`src/rtl/red_pitaya_asg_sweep.sv`:
```
// Frequency-sweep controller driving one ASG channel's phase-step input.
// Optional trigger-driven advancement is compiled in with ASG_SWEEP_TRIG_EN.
module red_pitaya_asg_sweep #(
  parameter int SW = 32,
  parameter int DW = 32
) (
  input  logic          dac_clk_i,
  input  logic          dac_rst_i,
  input  logic [SW-1:0] cfg_start_i,
  input  logic [SW-1:0] cfg_stop_i,
  input  logic [SW-1:0] cfg_inc_i,
  input  logic [DW-1:0] cfg_dwell_i,
  input  logic [1:0]    cfg_mode_i,
  input  logic          ctl_start_i,
  input  logic          ctl_abort_i,
`ifdef ASG_SWEEP_TRIG_EN
  input  logic          trig_i,
  input  logic          cfg_trig_adv_i,
`endif
  output logic [SW-1:0] step_o,
  output logic          step_upd_o,
  output logic          busy_o,
  output logic          done_o,
  output logic [15:0]   pass_cnt_o
);

  typedef enum logic [1:0] {IDLE, RUN, DONE} state_t;
  localparam logic [1:0] MODE_SAW = 2'd1;
  localparam logic [1:0] MODE_TRI = 2'd2;

  state_t        state_q, state_d;
  logic [SW-1:0] start_q, stop_q, inc_q, tgt_q, step_q;
  logic [DW-1:0] dwell_q, cnt_q, dwell_ld;
  logic [1:0]    mode_q;
  logic [15:0]   pass_q;
  logic          upd_q, done_q, advance, at_tgt, single;
  logic [SW-1:0] other_end;

  // Move cur one increment toward tgt, clamping on overshoot or wrap.
  function automatic logic [SW-1:0] step_toward(input logic [SW-1:0] cur, tgt, inc);
    logic [SW:0]   sum;
    logic [SW-1:0] res;
    if (tgt >= cur) begin
      sum = {1'b0, cur} + {1'b0, inc};
      res = (sum[SW] || sum[SW-1:0] > tgt) ? tgt : sum[SW-1:0];
    end else begin
      sum = {1'b0, cur} - {1'b0, inc};
      res = (sum[SW] || sum[SW-1:0] < tgt) ? tgt : sum[SW-1:0];
    end
    return res;
  endfunction

  assign dwell_ld  = (cfg_dwell_i == '0) ? '0 : cfg_dwell_i - 1'b1;
  assign at_tgt    = (step_q == tgt_q);
  assign single    = (mode_q != MODE_SAW) && (mode_q != MODE_TRI);
  assign other_end = (tgt_q == stop_q) ? start_q : stop_q;

`ifdef ASG_SWEEP_TRIG_EN
  logic trig_adv_q;
  assign advance = (state_q == RUN) && (trig_adv_q ? trig_i : (cnt_q == '0));
`else
  assign advance = (state_q == RUN) && (cnt_q == '0);
`endif

  // NOTE: sequential state uses non-blocking assignments so every flop samples pre-edge values.
  always_ff @(posedge dac_clk_i or posedge dac_rst_i) begin
    if (dac_rst_i) state_q <= IDLE;
    else           state_q <= state_d;
  end

  // NOTE: default assignment first so no path leaves state_d unassigned (no latch).
  always_comb begin
    state_d = state_q;
    if (ctl_abort_i)                          state_d = IDLE;
    else if (ctl_start_i)                     state_d = RUN;
    else if (advance && at_tgt && single)     state_d = DONE;
  end

  always_comb begin
    busy_o = (state_q == RUN);
  end

  always_ff @(posedge dac_clk_i or posedge dac_rst_i) begin
    if (dac_rst_i) begin
      start_q <= '0;
      stop_q  <= '0;
      inc_q   <= '0;
      tgt_q   <= '0;
      step_q  <= '0;
      dwell_q <= '0;
      cnt_q   <= '0;
      mode_q  <= '0;
      pass_q  <= '0;
      upd_q   <= 1'b0;
      done_q  <= 1'b0;
`ifdef ASG_SWEEP_TRIG_EN
      trig_adv_q <= 1'b0;
`endif
    end else begin
      upd_q <= 1'b0;
      if (ctl_abort_i) begin
        // Abort freezes the step value and the done flag.
      end else if (ctl_start_i) begin
        start_q <= cfg_start_i;
        stop_q  <= cfg_stop_i;
        inc_q   <= cfg_inc_i;
        mode_q  <= cfg_mode_i;
        dwell_q <= dwell_ld;
        cnt_q   <= dwell_ld;
        tgt_q   <= cfg_stop_i;
        step_q  <= cfg_start_i;
        upd_q   <= 1'b1;
        done_q  <= 1'b0;
        pass_q  <= '0;
`ifdef ASG_SWEEP_TRIG_EN
        trig_adv_q <= cfg_trig_adv_i;
`endif
      end else if (state_q == RUN) begin
        if (advance) begin
          cnt_q <= dwell_q;
          if (!at_tgt) begin
            step_q <= step_toward(step_q, tgt_q, inc_q);
            upd_q  <= 1'b1;
          end else begin
            if (pass_q != 16'hffff) pass_q <= pass_q + 1'b1;
            if (mode_q == MODE_SAW) begin
              step_q <= start_q;
              upd_q  <= 1'b1;
            end else if (mode_q == MODE_TRI) begin
              tgt_q  <= other_end;
              step_q <= step_toward(step_q, other_end, inc_q);
              upd_q  <= 1'b1;
            end else begin
              done_q <= 1'b1;
            end
          end
        end else if (cnt_q != '0) begin
          cnt_q <= cnt_q - 1'b1;
        end
      end
    end
  end

  assign step_o     = step_q;
  assign step_upd_o = upd_q;
  assign done_o     = done_q;
  assign pass_cnt_o = pass_q;

endmodule

```
`config.mk`:
```
export PLATFORM = sky130hd
export DESIGN_NAME = red_pitaya_asg_sweep
export DESIGN_NICKNAME = d
export VERILOG_FILES = /design/src/rtl/red_pitaya_asg_sweep.sv
export SDC_FILE = /design/constraint.sdc
export NUM_CORES = 1
export LEC_CHECK = 0
export BUFFER_PORTS_ARGS = -buffer_cell sky130_fd_sc_hd__buf_2
export CAP_MARGIN = 20
export CORE_ASPECT_RATIO = 1.4
export CORE_MARGIN = 4
export CORE_UTILIZATION = 62
export CTS_CLUSTER_DIAMETER = 120
export DETAILED_ROUTE_END_ITERATION = 12
export PLACE_DENSITY = 0.82
export SLEW_MARGIN = 20
export SYNTH_ARGS = -nofsm -noshare
export SYNTH_HDL_FRONTEND = slang
export SYNTH_SLANG_ARGS = --single-unit
```
`constraint.sdc`:
```
create_clock -name dac_clk_i -period 13.3 [get_ports dac_clk_i]
set_clock_uncertainty 0.2 [all_clocks]
set_input_delay 3.325 -clock dac_clk_i [delete_from_list [all_inputs] [get_ports dac_clk_i]]
set_output_delay 3.325 -clock dac_clk_i [all_outputs]
set_load 0.005 [all_outputs]
```
==> results_dict.tcl, run 1 <==
set metrics [dict create \
    crit_type "reg2reg" \
    fp.coreArea_mm2 0.03570 \
    cts_resized 0 \
    die_y_um 232.7 \
    cp.arrival_ns 8.02 \
    fin_crit_ns 7.763 \
    synthesis.nets 3217 \
    via_count 22614 \
    portBuffers 184 \
    cts_tree "built" \
    grt_setup_unrepaired "false" \
    cp-end-kind "register" \
    clock_sinks 246 \
    p_int_uw 2418 \
    p_seq_frac 0.211 \
    diodes 0 \
    syn-cell-area_mm2 0.02236 \
    p_per_area_mw_per_mm2 192.8 \
    fmax_mhz 128.8 \
    cp-start-kind "register" \
    setup_viol 0 \
    status "finished clean" \
    hold_path.class "reg2reg" \
    antenna_found_initial 4 \
    cts_setup_buffers 0 \
    synth_area_per_cell_um2 7.927 \
    synthCells 2821 \
    final_max_slew_viol_count 0 \
    top_usage_layer "met2" \
    layout.nets 3317 \
    timing.rr.start "step_o[0]" \
    maxCapViolCount 0 \
    rows 82 \
    setup_ws_ns 5.537 \
    ys_seq_area_frac 0.2753 \
    met3_usage 0.05999 \
    use_met1 0.5051 \
    fillers 2892 \
    leakage_uw 0.01184 \
    die_x_um 168.5 \
    ys_ff_latch 246 \
    synth_edf_count 0 \
    switching_power_uw 2304 \
    fin_area_mm2 0.02450 \
    fin_crit_sh 0.5837 \
    clk_latency_ns 0.59 \
    clkTransAtPathRegs_ns 0.07 \
    p_sw_frac 0.4879 \
    min_from "dwell_q[7]" \
    dp.cells 3353 \
    drive_gt1_frac 0.1081 \
    dr.pass1.iters 6 \
    vdd_drop_max_mv 0.1622 \
    crit_fanout 11 \
    timing.slew.headroom 0.2101 \
    tightest_slew_ns 1.169 \
    setup_tns_ns 0 \
    root_buffer "clkbuf_16" \
    detailedPlace.worstSlack_ns 5.883 \
    start_util 0.6263 \
    critPathLaunch "step_o[0]" \
    drt-total-wl_um 81050 \
    hold_buffers 0 \
    cp.required_ns 13.56 \
    dieArea_mm2 0.03921 \
    hold_viol_final 0 \
    final_cells 3403 \
    grtUsageTotal 0.4024 \
    drc 0 \
    gp_congestion 1.034 \
    post_dp_cell_area_mm2 0.02348 \
    grt_pass1_wl_um 124300 \
    place_hpwl_um 61940 \
    wire_per_inst_um 23.82 \
    ys_warn_count 0 \
    area_growth_pct 9.546 \
    grt_max_degree 116 \
    clock_path_buffers 3 \
    synth-main-ff-cell "dfrtp_1" \
    combPwrFrac 0.606 \
    use_met2 0.6601 \
    ys_types 91 \
    io_pins 185 \
    cts_made_buffers 28 \
    htree_num_levels 1 \
    synthArstFlopShare 1.000 \
    overflow 0 \
    drt_iter0_markers 2693 \
    grt_pass1_vias 21953 \
    viasPerCell 6.645 \
    ant_nets 0 \
    power_frac_clock 0.183 \
]
[synth_stat cells, types with 36 or more instances]
master / number / share of area
nand2_1: 427 / 0.072
ha_1: 260 / 0.15
dfrtp_1: 246 / 0.28
nor2_1: 212 / 0.036
a21oi_1: 210 / 0.047
inv_1: 204 / 0.034
o21ai_0: 150 / 0.034
clkbuf_1: 90 / 0.015
xnor2_1: 80 / 0.031
mux2i_1: 75 / 0.034
xor2_1: 74 / 0.029
nor3_1: 68 / 0.015
a21o_1: 62 / 0.021
o21ai_1: 54 / 0.012
nand3_1: 52 / 0.012
nand4_1: 40 / 0.011
a31oi_1: 36 / 0.010
[critical path: stages, from the launching register on]
cell       delay [ns]
dfrtp_1          0.47
ha_1             0.30
fa_1             0.42
nor2b_1          0.16
o21a_1           0.21
o31ai_1          0.69
a211o_1          0.33
a31oi_1          0.19
a211oi_1         0.47
o21ai_1          0.17
xnor2_1          0.38
inv_1            0.17
ha_1             0.33
and4_1           0.25
nand3_1          0.17
o31ai_1          0.42
nor2_1           0.14
o31ai_1          0.40
nand2b_1         0.56
nor2_1           0.10
a2111oi_0        0.74
nor3_1           0.11
o22ai_1          0.26
[registers in the layout, indices dropped and copies added, names as in the netlist]
register and count:
step_upd_o 1, tgt_q 32, inc_q 32, mode_q 2, start_q 32, pass_cnt_o 16, cnt_q 32, done_o 1
stop_q 32, step_o 32, dwell_q 32, state_q 2
[placed cells by master, fill, tap and decap left out, drive strengths merged, types with 62 or more instances in the layout]
cell   synthesis  final
buf           51    211
o21ai        206    206
inv          209    212
nor2         215    215
dfrtp        246    246
a21oi        212    212
nor3          72     72
mux2i         75     75
xnor2         80     80
nand2        427    427
ha           260    260
xor2          74     74
a21o          62     62
[power groups by stage]
stage / clock network [µW] / logic (µW) / registers (µW)
6_report: 864 / 2860 / 996
5_1_grt: 889 / 3110 / 1010
4_1_cts: 860 / 2780 / 989
3_5_place_dp: 0 / 2750 / 1000
3_3_place_gp: 0 / 2710 / 991
2_1_floorplan: 0 / 2000 / 953
[per-stage QoR]
step                        util  power [µW]  hold slack, ns
after CTS                 0.6858        4631          0.2772
final                     0.6861        4722          0.2775
after floorplan                -        2953          0.2407
after global routing      0.6861        5002          0.2988
after global placement    0.6577        3701          0.2528
after detailed placement  0.6577        3754          0.2626
[final cells by class]
| class | instances | area (µm²) | area share |
|---|---|---|---|
| clock buffers | 37 | 815.8 | 0.03330 |
| inverters | 209 | 792.0 | 0.03233 |
| repair buffers | 211 | 1130 | 0.04612 |
| flip-flops and latches | 246 | 6156 | 0.2513 |
| well taps | 462 | 578.1 | 0.02360 |
| multi-input cells | 2225 | 14840 | 0.6057 |
| clock inverters | 13 | 187.7 | 0.007662 |
[kinds of logic after synthesis]
family,count (synthesis),synth area share
fa+ha+maj,262,0.1473
mux,87,0.03962
buf+inv,350,0.06351
xor+xnor,154,0.06032
simple gates,940,0.1893
compound gates,782,0.2247
flops,246,0.2753
[path summary, 6_finish.rpt]
kind	end	slack, ns	cells after the start
hold reg to reg	dwell_q[7]	0.28	2
min in group asynchronous	cnt_q[28]	2.64	2
hold / removal	dwell_q[7]	0.28	2
setup reg to reg	step_o[6]	5.54	22
setup / recovery	step_o[6]	5.54	22
max in group asynchronous	step_o[6]	8.23	4
[per-layer routing]
layer / vias up / routed length [µm]
met4: 4 / 5886
met1: 10733 / 31030
met3: 321 / 6952
li1: 10249 / -
met2: 1307 / 37160
met5: - / 23
(Power assumes the default switching activity.)
==> inputs of run 2 (changes only) <==
Settings changed: ABC_AREA set to 1, CORE_UTILIZATION 62 to 57, PLACE_DENSITY 0.82 to 0.79.
Clock period 13.3 ns to 6.5 ns, I/O delays scaled along.
==> run 2 against run 1 <==
Net effect:
- sequential share of layout area shrank 1.9 points
- total power grew to 3.0 times the previous value
- synthesized cell count is 26% higher
- largest cell class unchanged
==> results_dict.tcl, run 2 <==
set metrics [dict create \
    yosysMostFrequentCell "nand2_1" \
    cp-start-kind "register" \
    vdd_drop_max_mv 0.3310 \
    ys_ff_latch 246 \
    cts_resized 0 \
    p_per_area_mw_per_mm2 527.1 \
    synth_area_per_cell_um2 6.752 \
    layout.nets 4100 \
    post-route-util 0.6393 \
    clock_path_buffers 3 \
    die_x_um 181.7 \
    ant_nets 0 \
    tightest_slew_ns 1.111 \
    setup_viol 0 \
    area_growth_pct 10.26 \
    drive_gt1_frac 0.1267 \
    antenna_found_initial 1 \
    synth_area_leader_cell "dfrtp_1" \
    clock_sinks 246 \
    critPathLaunch "step_o[6]" \
    hold_viol_final 0 \
    drc 0 \
    io_pins 185 \
    crit_end "step_o[13]" \
    cp.required_ns 6.78 \
    mostFrequentLayoutCells "936 x nand2_1, 398 x inv_1, 333 x o21ai_0" \
    grt_pass1_wl_um 138600 \
    ys_types 68 \
    timing.rr.start "step_o[6]" \
    overflow 0 \
    synthesis.nets 3961 \
    via_count 25358 \
    status "finished clean" \
    setup_tns_ns 0 \
    drt-total-wl_um 90670 \
    grt_max_degree 191 \
    clk_latency_ns 0.60 \
    wire_per_inst_um 21.26 \
    detailedPlace.worstSlack_ns 0.7442 \
    start_util 0.5799 \
    fp.coreArea_mm2 0.04151 \
    synth_top_cell_area_share 0.2557 \
    grt_pass1_vias 24629 \
    die_y_um 251.1 \
    leakage_uw 0.01341 \
    grt_setup_unrepaired "false" \
    synth-main-ff-cell "dfrtp_1" \
    r2r_setup_slack_ns 0.32 \
    fin_crit_ns 6.182 \
    crit_fanout 37 \
    cts_tree "built" \
    ff2ff_path_depth 30 \
    syn-cell-area_mm2 0.02407 \
    dieArea_mm2 0.04563 \
    synth_edf_count 0 \
    min_from "pass_cnt_o[3]" \
    dr.pass1.iters 6 \
    ys_warn_count 0 \
    cp-end-kind "register" \
    root_buffer "clkbuf_16" \
    gp_congestion 1.055 \
    diodes 0 \
    synthTopCellsByArea "dfrtp_1 26%, nand2_1 15%, ha_1 14%, o21ai_0 7.0%, inv_1 6.3%" \
    maxCapViolCount 0 \
    layout_commonest_cell "nand2_1" \
    fmax_mhz 161.8 \
    synth_commonest_cells "936 x nand2_1, 402 x inv_1, 337 x o21ai_0, 260 x ha_1, 257 x nor2_1" \
    timing.slew.headroom 0.2593 \
    cp.arrival_ns 6.46 \
    synthCells 3565 \
    clkTransAtPathRegs_ns 0.06 \
    cpMostUsedCell "nand2_1" \
    drt_iter0_markers 2211 \
    portBuffers 184 \
    place_hpwl_um 68120 \
    ys_seq_area_frac 0.2557 \
    final_max_slew_viol_count 0 \
    hold_buffers 0 \
    hold_path.class "reg2reg" \
    viasPerCell 5.946 \
    cpPeakStageDelay_ns 0.50 \
    htree_num_levels 1 \
    fin_crit_sh 0.9511 \
    grtUsageTotal 0.3849 \
    cts_made_buffers 27 \
    synthArstFlopShare 1.000 \
    crit_type "reg2reg" \
    setup_ws_ns 0.3182 \
    cts_setup_buffers 0 \
    reg2reg_to "step_o[13]" \
    slowest_stage "dfrtp_1" \
    rows 88 \
]
## run 2: cell count changes in the layout (fill, tap and decap cells not counted), sizes merged, moves of 48 or more
cell | previous run | this run
o211ai | 22 | 93
o21ai | 206 | 369
inv | 212 | 434
xnor2 | 80 | 32
nand2 | 427 | 962
nor2 | 215 | 283
mux2i | 75 | 0
buf | 211 | 261
a21o | 62 | 2
nand3 | 52 | 221
## run 2: worst min path at each step
stage	to	slack, ns	cells past startpoint
4_1_cts	dwell_q[23]	0.28	2
3_3_place_gp	dwell_q[13]	0.26	2
2_1_floorplan	dwell_q[13]	0.25	2
6_report	pass_cnt_o[3]	0.28	1
3_5_place_dp	dwell_q[23]	0.27	2
5_1_grt	dwell_q[14]	0.31	2
## run 2: metrics by stage
stage,cells,power (µW),instance area (µm²),hold WS (ns)
final,4265,13990,26540,0.2783
after detailed placement,4215,12070,25660,0.2658
after global routing,4265,15070,26540,0.3058
after global placement,4215,11990,25660,0.2609
after CTS,4265,13690,26540,0.2825
after floorplan,3565,8990,24070,0.2479
## run 2: cell type report
class                           count  area [µm²]
Clock buffer                       40       784.5
Clock inverter                     10       96.34
Fill cell                        4003       14970
Inverter                          439        1659
Multi-Input combinational cell   2729       15580
Sequential cell                   246        6156
Tap cell                          540       675.6
Timing Repair Buffer              261        1589
## run 2: critical path: cells and delay by family (launching register included)
family | cells | cell delay (ns)
simple gates | 19 | 2.92
fa+ha+maj | 2 | 0.72
compound gates | 5 | 0.84
buf+inv | 3 | 0.52
flops | 1 | 0.50
xor+xnor | 1 | 0.33
## run 2: power by group
group	internal, µW	switching [µW]
clock	879	707
sequential	1800	341
combinational	3410	6850
total	6100	7890
## run 2: layer usage
metal	global-route usage	vias up	wire length, µm
met3	0.06615	460	6917
met4	0.3109	0	9341
met5	0	-	0
met1	0.4126	11585	31090
met2	0.6626	1241	43320
li1	-	12072	-
## run 2: logic make-up after synthesis
logic type | Yosys count | synth area share
buf+inv | 590 | 0.09804
xor+xnor | 102 | 0.03711
flops | 246 | 0.2557
simple gates | 1571 | 0.2789
compound gates | 794 | 0.1934
fa+ha+maj | 262 | 0.1368
